[config.mk]
export PLATFORM = sky130hd
export DESIGN_NAME = k12a_sequencer
export DESIGN_NICKNAME = d
export VERILOG_FILES = /design/src/rtl/k12a_pkg.sv /design/src/rtl/k12a_sync2.sv /design/src/rtl/k12a_sequencer.sv
export SDC_FILE = /design/constraint.sdc
export NUM_CORES = 1
export LEC_CHECK = 0
export CAP_MARGIN = 10
export CELL_PAD_IN_SITES_DETAIL_PLACEMENT = 1
export CELL_PAD_IN_SITES_GLOBAL_PLACEMENT = 1
export CORE_ASPECT_RATIO = 1.5
export CORE_MARGIN = 2
export CORE_UTILIZATION = 37
export CTS_CLUSTER_SIZE = 24
export DETAILED_ROUTE_END_ITERATION = 6
export PLACE_DENSITY = 0.93
export RECOVER_POWER = 25
export SYNTH_ARGS = -nofsm -noshare
export SYNTH_HDL_FRONTEND = slang
export SYNTH_SLANG_ARGS = --single-unit
export TNS_END_PERCENT = 100
[constraint.sdc]
create_clock -name clock -period 3.4 [get_ports clock]
set_input_delay 0.85 -clock clock [delete_from_list [all_inputs] [get_ports clock]]
set_output_delay 0.85 -clock clock [all_outputs]
set_load 0.05 [all_outputs]
[src/rtl/k12a_pkg.sv]
// Shared K12A CPU types: control-FSM state encoding and skip-flag update selects.
package k12a_pkg;

    typedef enum logic [2:0] {
        STATE_FETCH1 = 3'd0,
        STATE_FETCH2 = 3'd1,
        STATE_FETCH3 = 3'd2,
        STATE_EXEC   = 3'd3,
        STATE_POP    = 3'd4,
        STATE_RJMP   = 3'd5,
        STATE_HALT   = 3'd6
    } state_t;

    typedef enum logic [1:0] {
        SKIP_SEL_HOLD        = 2'd0,
        SKIP_SEL_0           = 2'd1,
        SKIP_SEL_CONDITION   = 2'd2,
        SKIP_SEL_CONDITION_N = 2'd3
    } skip_sel_t;

    // States that finish an instruction and normally return to FETCH1.
    function automatic logic is_step_boundary(input state_t s);
        return (s == STATE_EXEC) || (s == STATE_POP) || (s == STATE_RJMP);
    endfunction

endpackage

[src/rtl/k12a_sync2.sv]
// Two-flop synchronizer for a single asynchronous bit; clears on reset.
module k12a_sync2 (
    input  logic clock,
    input  logic reset_n,
    input  logic d,
    output logic q
);

    logic meta;

    always_ff @(posedge clock or negedge reset_n) begin
        if (!reset_n) begin
            meta <= 1'b0;
            q    <= 1'b0;
        end else begin
            meta <= d;
            q    <= meta;
        end
    end

endmodule

[src/rtl/k12a_sequencer.sv]
// K12A datapath sequencer: state register, instruction latch, skip flag, wake sync, retire counter.
// Optional single-step halting is enabled with `define K12A_SINGLE_STEP_EN.
//
// state        | meaning
// FETCH1..3    | instruction fetch phases
// EXEC         | instruction executes (counted as retired)
// POP / RJMP   | extra cycle for stack pop / relative jump
// HALT         | stopped until the control FSM (or a step wake) resumes
module k12a_sequencer
    import k12a_pkg::*;
(
    input  logic        clock,
    input  logic        reset_n,
    input  state_t      state_next,
    output state_t      state,
    output logic        halted,
    input  logic [7:0]  data_bus,
    input  logic        inst_high_store,
    input  logic        inst_low_store,
    output logic [15:0] inst,
    input  skip_sel_t   skip_sel,
    input  logic        alu_condition,
    output logic        skip,
    input  logic        wake_async,
    output logic        wake,
    output logic [15:0] retired_count
`ifdef K12A_SINGLE_STEP_EN
    ,
    input  logic        step_mode
`endif
);

    state_t state_d;
    logic   wake_sync;
    logic   wake_prev;

    k12a_sync2 u_wake_sync (
        .clock   (clock),
        .reset_n (reset_n),
        .d       (wake_async),
        .q       (wake_sync)
    );

    assign wake   = wake_sync & ~wake_prev;
    assign halted = (state == STATE_HALT);

`ifdef K12A_SINGLE_STEP_EN
    logic step_hold;
    logic step_hold_d;

    // A step halt is released only by a wake pulse, independent of state_next.
    always_comb begin
        state_d     = state_next;
        step_hold_d = step_hold;
        if (step_hold && (state == STATE_HALT)) begin
            state_d = wake ? STATE_FETCH1 : STATE_HALT;
            if (wake) begin
                step_hold_d = 1'b0;
            end
        end else if (step_mode && (state_next == STATE_FETCH1) && is_step_boundary(state)) begin
            state_d     = STATE_HALT;
            step_hold_d = 1'b1;
        end
    end

    always_ff @(posedge clock or negedge reset_n) begin
        if (!reset_n) begin
            step_hold <= 1'b0;
        end else begin
            step_hold <= step_hold_d;
        end
    end
`else
    always_comb begin
        state_d = state_next;
    end
`endif

    always_ff @(posedge clock or negedge reset_n) begin
        if (!reset_n) begin
            state <= STATE_FETCH1;
        end else begin
            state <= state_d;
        end
    end

    always_ff @(posedge clock or negedge reset_n) begin
        if (!reset_n) begin
            inst          <= 16'h0000;
            skip          <= 1'b0;
            wake_prev     <= 1'b0;
            retired_count <= 16'h0000;
        end else begin
            if (inst_high_store) begin
                inst[15:8] <= data_bus;
            end
            if (inst_low_store) begin
                inst[7:0] <= data_bus;
            end
            case (skip_sel)
                SKIP_SEL_HOLD:        skip <= skip;
                SKIP_SEL_0:           skip <= 1'b0;
                SKIP_SEL_CONDITION:   skip <= alu_condition;
                SKIP_SEL_CONDITION_N: skip <= ~alu_condition;
                default:              skip <= skip;
            endcase
            wake_prev <= wake_sync;
            if (state == STATE_EXEC) begin
                retired_count <= retired_count + 16'd1;
            end
        end
    end

endmodule

**Word-level counts from Yosys, hierarchy flattened**

Cells that the tools add are included.

- $add $sub $neg: 1
- Bitwise gates (word level): 3
- Eq/ne operators: 5
- Reduce and logical (&&, ||, !) cells: 1
- Mux-type cells: 1

Operators with widths:

| kind | count |
|---|---|
| adder 16 x 1 -> 16 bit, second input constant | 1 |
| == test 2 bit, second input constant | 2 |
| == test 3 x 2 -> 1 bit, second input constant | 1 |
| == test 3 bit, second input constant | 1 |
| case mux 1 bit (3 select lines) | 1 |
| == test 2 x 1 -> 1 bit, second input constant | 1 |
| logical NOT 2 bit | 1 |
| NOT 1 bit | 2 |
| bitwise AND 1 bit | 1 |

- Flip-flop bits (word level): 39
- Output and inout bits: 38
- Input port bits: 19
- Word-level logic and storage cells: 19

**Logic depth before layout (Yosys ltp)**

- Word-level depth: 2
- Gate-level depth with buffers: 5
- Mapped depth without buffers: 5

**Cells and area by module**

Synthesis repeated with hierarchy kept, for this count alone.

- Cells, all modules: 108
- Area total of the unflattened synthesis: 1,522.7 µm²

Modules (own cells, without submodules):

| module | area each (µm²) | times used | cells an instance | sequential area each (µm²) |
|---|---|---|---|---|
| k12a_sequencer | 1,472.7 | 1 | 106 | 925.9 |
| k12a_sync2 | 50.0 | 1 | 2 | 50.0 |

**Least setup slack after synthesis**

OpenSTA, ideal clock, no wires.

- Path type: register to output
- Start: register state[1]
- End: output halted
- Path buffers: 0
- Cell stages (with the launch flop): 3
- Slack: 1.075 ns
- Data required time: 2.550 ns
- Arrival: 1.475 ns
- Path through: dfrtp_1 > nand2_1 > nor2_1

- Longest elaborated chain between the ends: 1

RTL lines:

| what | RTL line | text |
|---|---|---|
| start: declaration | k12a_sequencer.sv:15 | `output state_t state,` |
| start signal: assignment | k12a_sequencer.sv:83 | `state <= state_d;` |
| == test 3 bit | k12a_sequencer.sv:45 | `assign halted = (state == STATE_HALT);` |
| end: declaration | k12a_sequencer.sv:16 | `output logic halted,` |

No other way between the ends.

**Worst setup path in the final report**

Ends and elaborated chain as after synthesis.

==> results.py <==
metrics = {
    "floorplanning": {
        "die_h_um": 83.7,
        "row_count": 29,
        "start_util": 0.379,
        "io_pins": 57,
        "core_area_um2": 4140,
        "die_area_um2": 4780,
        "chipWidth_um": 57.1,
    },
    "synth": {
        "ys_async_sr_fraction": 1.00,
        "synth_fp_nets": 126,
        "ys_types": 20,
        "yosysSeqAreaShare": 0.623,
        "synth_edf_count": 0,
        "ys.flop_type": "dfrtp_1",
        "synth.cell_area_um2": 1570,
        "yosysWarnings": 0,
        "synthCells": 106,
        "ys_ff_latch": 39,
        "synth_area_per_cell_um2": 14.8,
    },
    "setup_path": {
        "end_kind": "output port",
        "critPathKind": "flop to output port",
        "path_max_fanout": 4,
        "cp.required_ns": 2.55,
        "startpoint_type": "flop",
        "worstPathArrival_ns": 1.63,
    },
    "drt": {
        "antenna_left": 0,
        "routed_wl_mm": 3.65,
        "dr.first_iter.drc_count": 8,
        "drc": 0,
        "drtPass1Iterations": 3,
        "routedWlPerCell_um": 17.1,
        "via_per_inst": 5.03,
        "vias": 1077,
    },
    "global_routing": {
        "grt_overflow": 0,
        "track_usage": 0.166,
        "antenna_found_initial": 0,
        "grt_pass1_wl_mm": 5.95,
        "grt_max_degree": 40,
        "grt_pass1_vias": 1224,
    },
    "placed_design": {
        "dp_slack_ns": 1.13,
        "dp.cells": 206,
        "placed_area_um2": 2170,
        "port_buffers": 56,
        "gp_congestion": 0.738,
        "dpl.hpwl_mm": 2.77,
    },
    "sta": {
        "maxSlewHeadroom": -0.345,
        "setup_slack_ns": 0.921,
        "fin_crit_sh": 0.729,
        "hold_violations": 0,
        "fin_skew_ns": 0.00760,
        "setup_viol_count_final": 0,
        "worstMarginPinSlew_ns": 2.02,
        "slew_viol_final": 40,
        "max_freq_mhz": 403,
        "tns_ns": 0,
        "rsz0062_at_grt": "false",
        "hold_ws_ns": 0.364,
        "layout_min_cycle_time_ns": 2.48,
    },
    "cts": {
        "cts_htree_levels": 2,
        "cts.sinks": 39,
        "clock_path_buffers": 2,
        "cts_buffers": 5,
        "cts_repair_resize_count": 0,
        "cts_tree": "done",
        "clk_latency_ns": 0.29,
        "cts.clk_slew.worst_paths_ns": 0.07,
        "postCtsSetupRepairBufs": 0,
        "root_buffer": "clkbuf_8",
        "cts_hold_buf": 0,
    },
    "finish": {
        "antennaDiodeCount": 0,
        "nNetsFinal": 187,
        "stdcell_count": 214,
        "area_growth_pct": 44.8,
        "fin_area_um2": 2270,
        "layout_commonest_cell": "clkdlybuf4s50_1",
        "drive_gt1_frac": 0.173,
        "final_cell_mix": "51 x clkdlybuf4s50_1, 39 x dfrtp_1, 17 x mux2_2",
    },
    "power_and_ir_drop": {
        "powerDensity_nw_per_um2": 623,
        "p_leak_nw": 0.989,
        "vdd_drop_max_v": 0.000435,
    },
    "job": {
        "maxCapViolCount": 1,
    },
    "run_status": {
        "failed_checks": "max-capacitance violations, max-slew violations",
        "status": "finished with violations",
    },
    "worst_hold_path": {
        "hold_class": "flop to flop",
    },
}
==> per-layer routing <==
layer  vias up  track usage  routed length, um
li1        479            -                  -
met1       538        0.168               1210
met2        49        0.296               2100
met3        11       0.0574                231
met4         0       0.0740                108
met5         -            0                  0
==> layout make-up <==
class	count	area, um^2
Clock buffer	5	68.8
Clock inverter	3	67.6
Fill cell	418	1870
Multi-Input combinational cell	65	544
Sequential cell	39	976
Tap cell	46	57.6
Timing Repair Buffer	56	554
==> path summary, 6_finish.rpt <==
kind | slack [ns] | end | start | cells past startpoint
max | 0.92 | halted | state[1]$_DFF_PN0_ | 3
min | 0.36 | u_wake_sync.q$_DFF_PN0_ | u_wake_sync.meta$_DFF_PN0_ | 0
max reg2reg | 1.54 | retired_count[11]$_DFFE_PN0N_ | state[2]$_DFF_PN0_ | 4
min reg2reg | 0.36 | u_wake_sync.q$_DFF_PN0_ | u_wake_sync.meta$_DFF_PN0_ | 0
max in group asynchronous | 1.12 | inst[14]$_DFFE_PN0P_ | reset_n | 1
min in group asynchronous | 1.13 | retired_count[12]$_DFFE_PN0N_ | reset_n | 1
==> state kept, by name, indices dropped and copies added, names as in the netlist <==
| signal | cells |
|---|---|
| retired_count | 16 |
| u_wake_sync.meta | 1 |
| state | 3 |
| skip | 1 |
| wake_prev | 1 |
| inst | 16 |
| u_wake_sync.q | 1 |
==> kinds of logic after synthesis <==
family / count (synthesis) / share of synthesized area
flip-flops: 39 / 0.623
AND/OR/NAND/NOR: 30 / 0.147
multiplexers: 17 / 0.122
XOR/XNOR: 16 / 0.0895
buffers and inverters: 2 / 0.00479
AO/OA/AOI/OAI: 1 / 0.00559
adder cells (fa/ha/maj): 1 / 0.00799
==> through the flow <==
step	total power [W]	utilization
floorplan	0.000820	-
global placement	0.000967	0.525
detailed placement	0.000981	0.525
CTS	0.00145	0.558
global route	0.00147	0.548
finish	0.00141	0.548
==> cells in the mapped netlist, types with 2 or more instances <==
library cell | number | area, um^2
nand4_1 | 2 | 12.5
xnor2_1 | 8 | 70.1
nand2_1 | 6 | 22.5
dfrtp_1 | 39 | 976
nor2_1 | 6 | 22.5
mux2_2 | 17 | 191
xor2_1 | 8 | 70.1
nor4_4 | 2 | 42.5
nand3_1 | 4 | 20.0
clkbuf_1 | 2 | 7.51
nand3_2 | 2 | 20.0
and3_1 | 2 | 12.5
==> critical path, cell delays in order, from the launching register on <==
cell,delay [ns]
dfrtp_1,0.39
nand2_1,0.07
nor2_1,0.08
clkdlybuf4s50_1,0.80
==> power breakdown <==
group	total, W	internal, W	leakage [nW]	switching [W]
sequential	0.000568	0.000515	0.486	0.0000530
clock	0.000454	0.000293	0.0644	0.000162
combinational	0.000391	0.000142	0.439	0.000249
No activity file was read; power rests on OpenSTA's default activity.
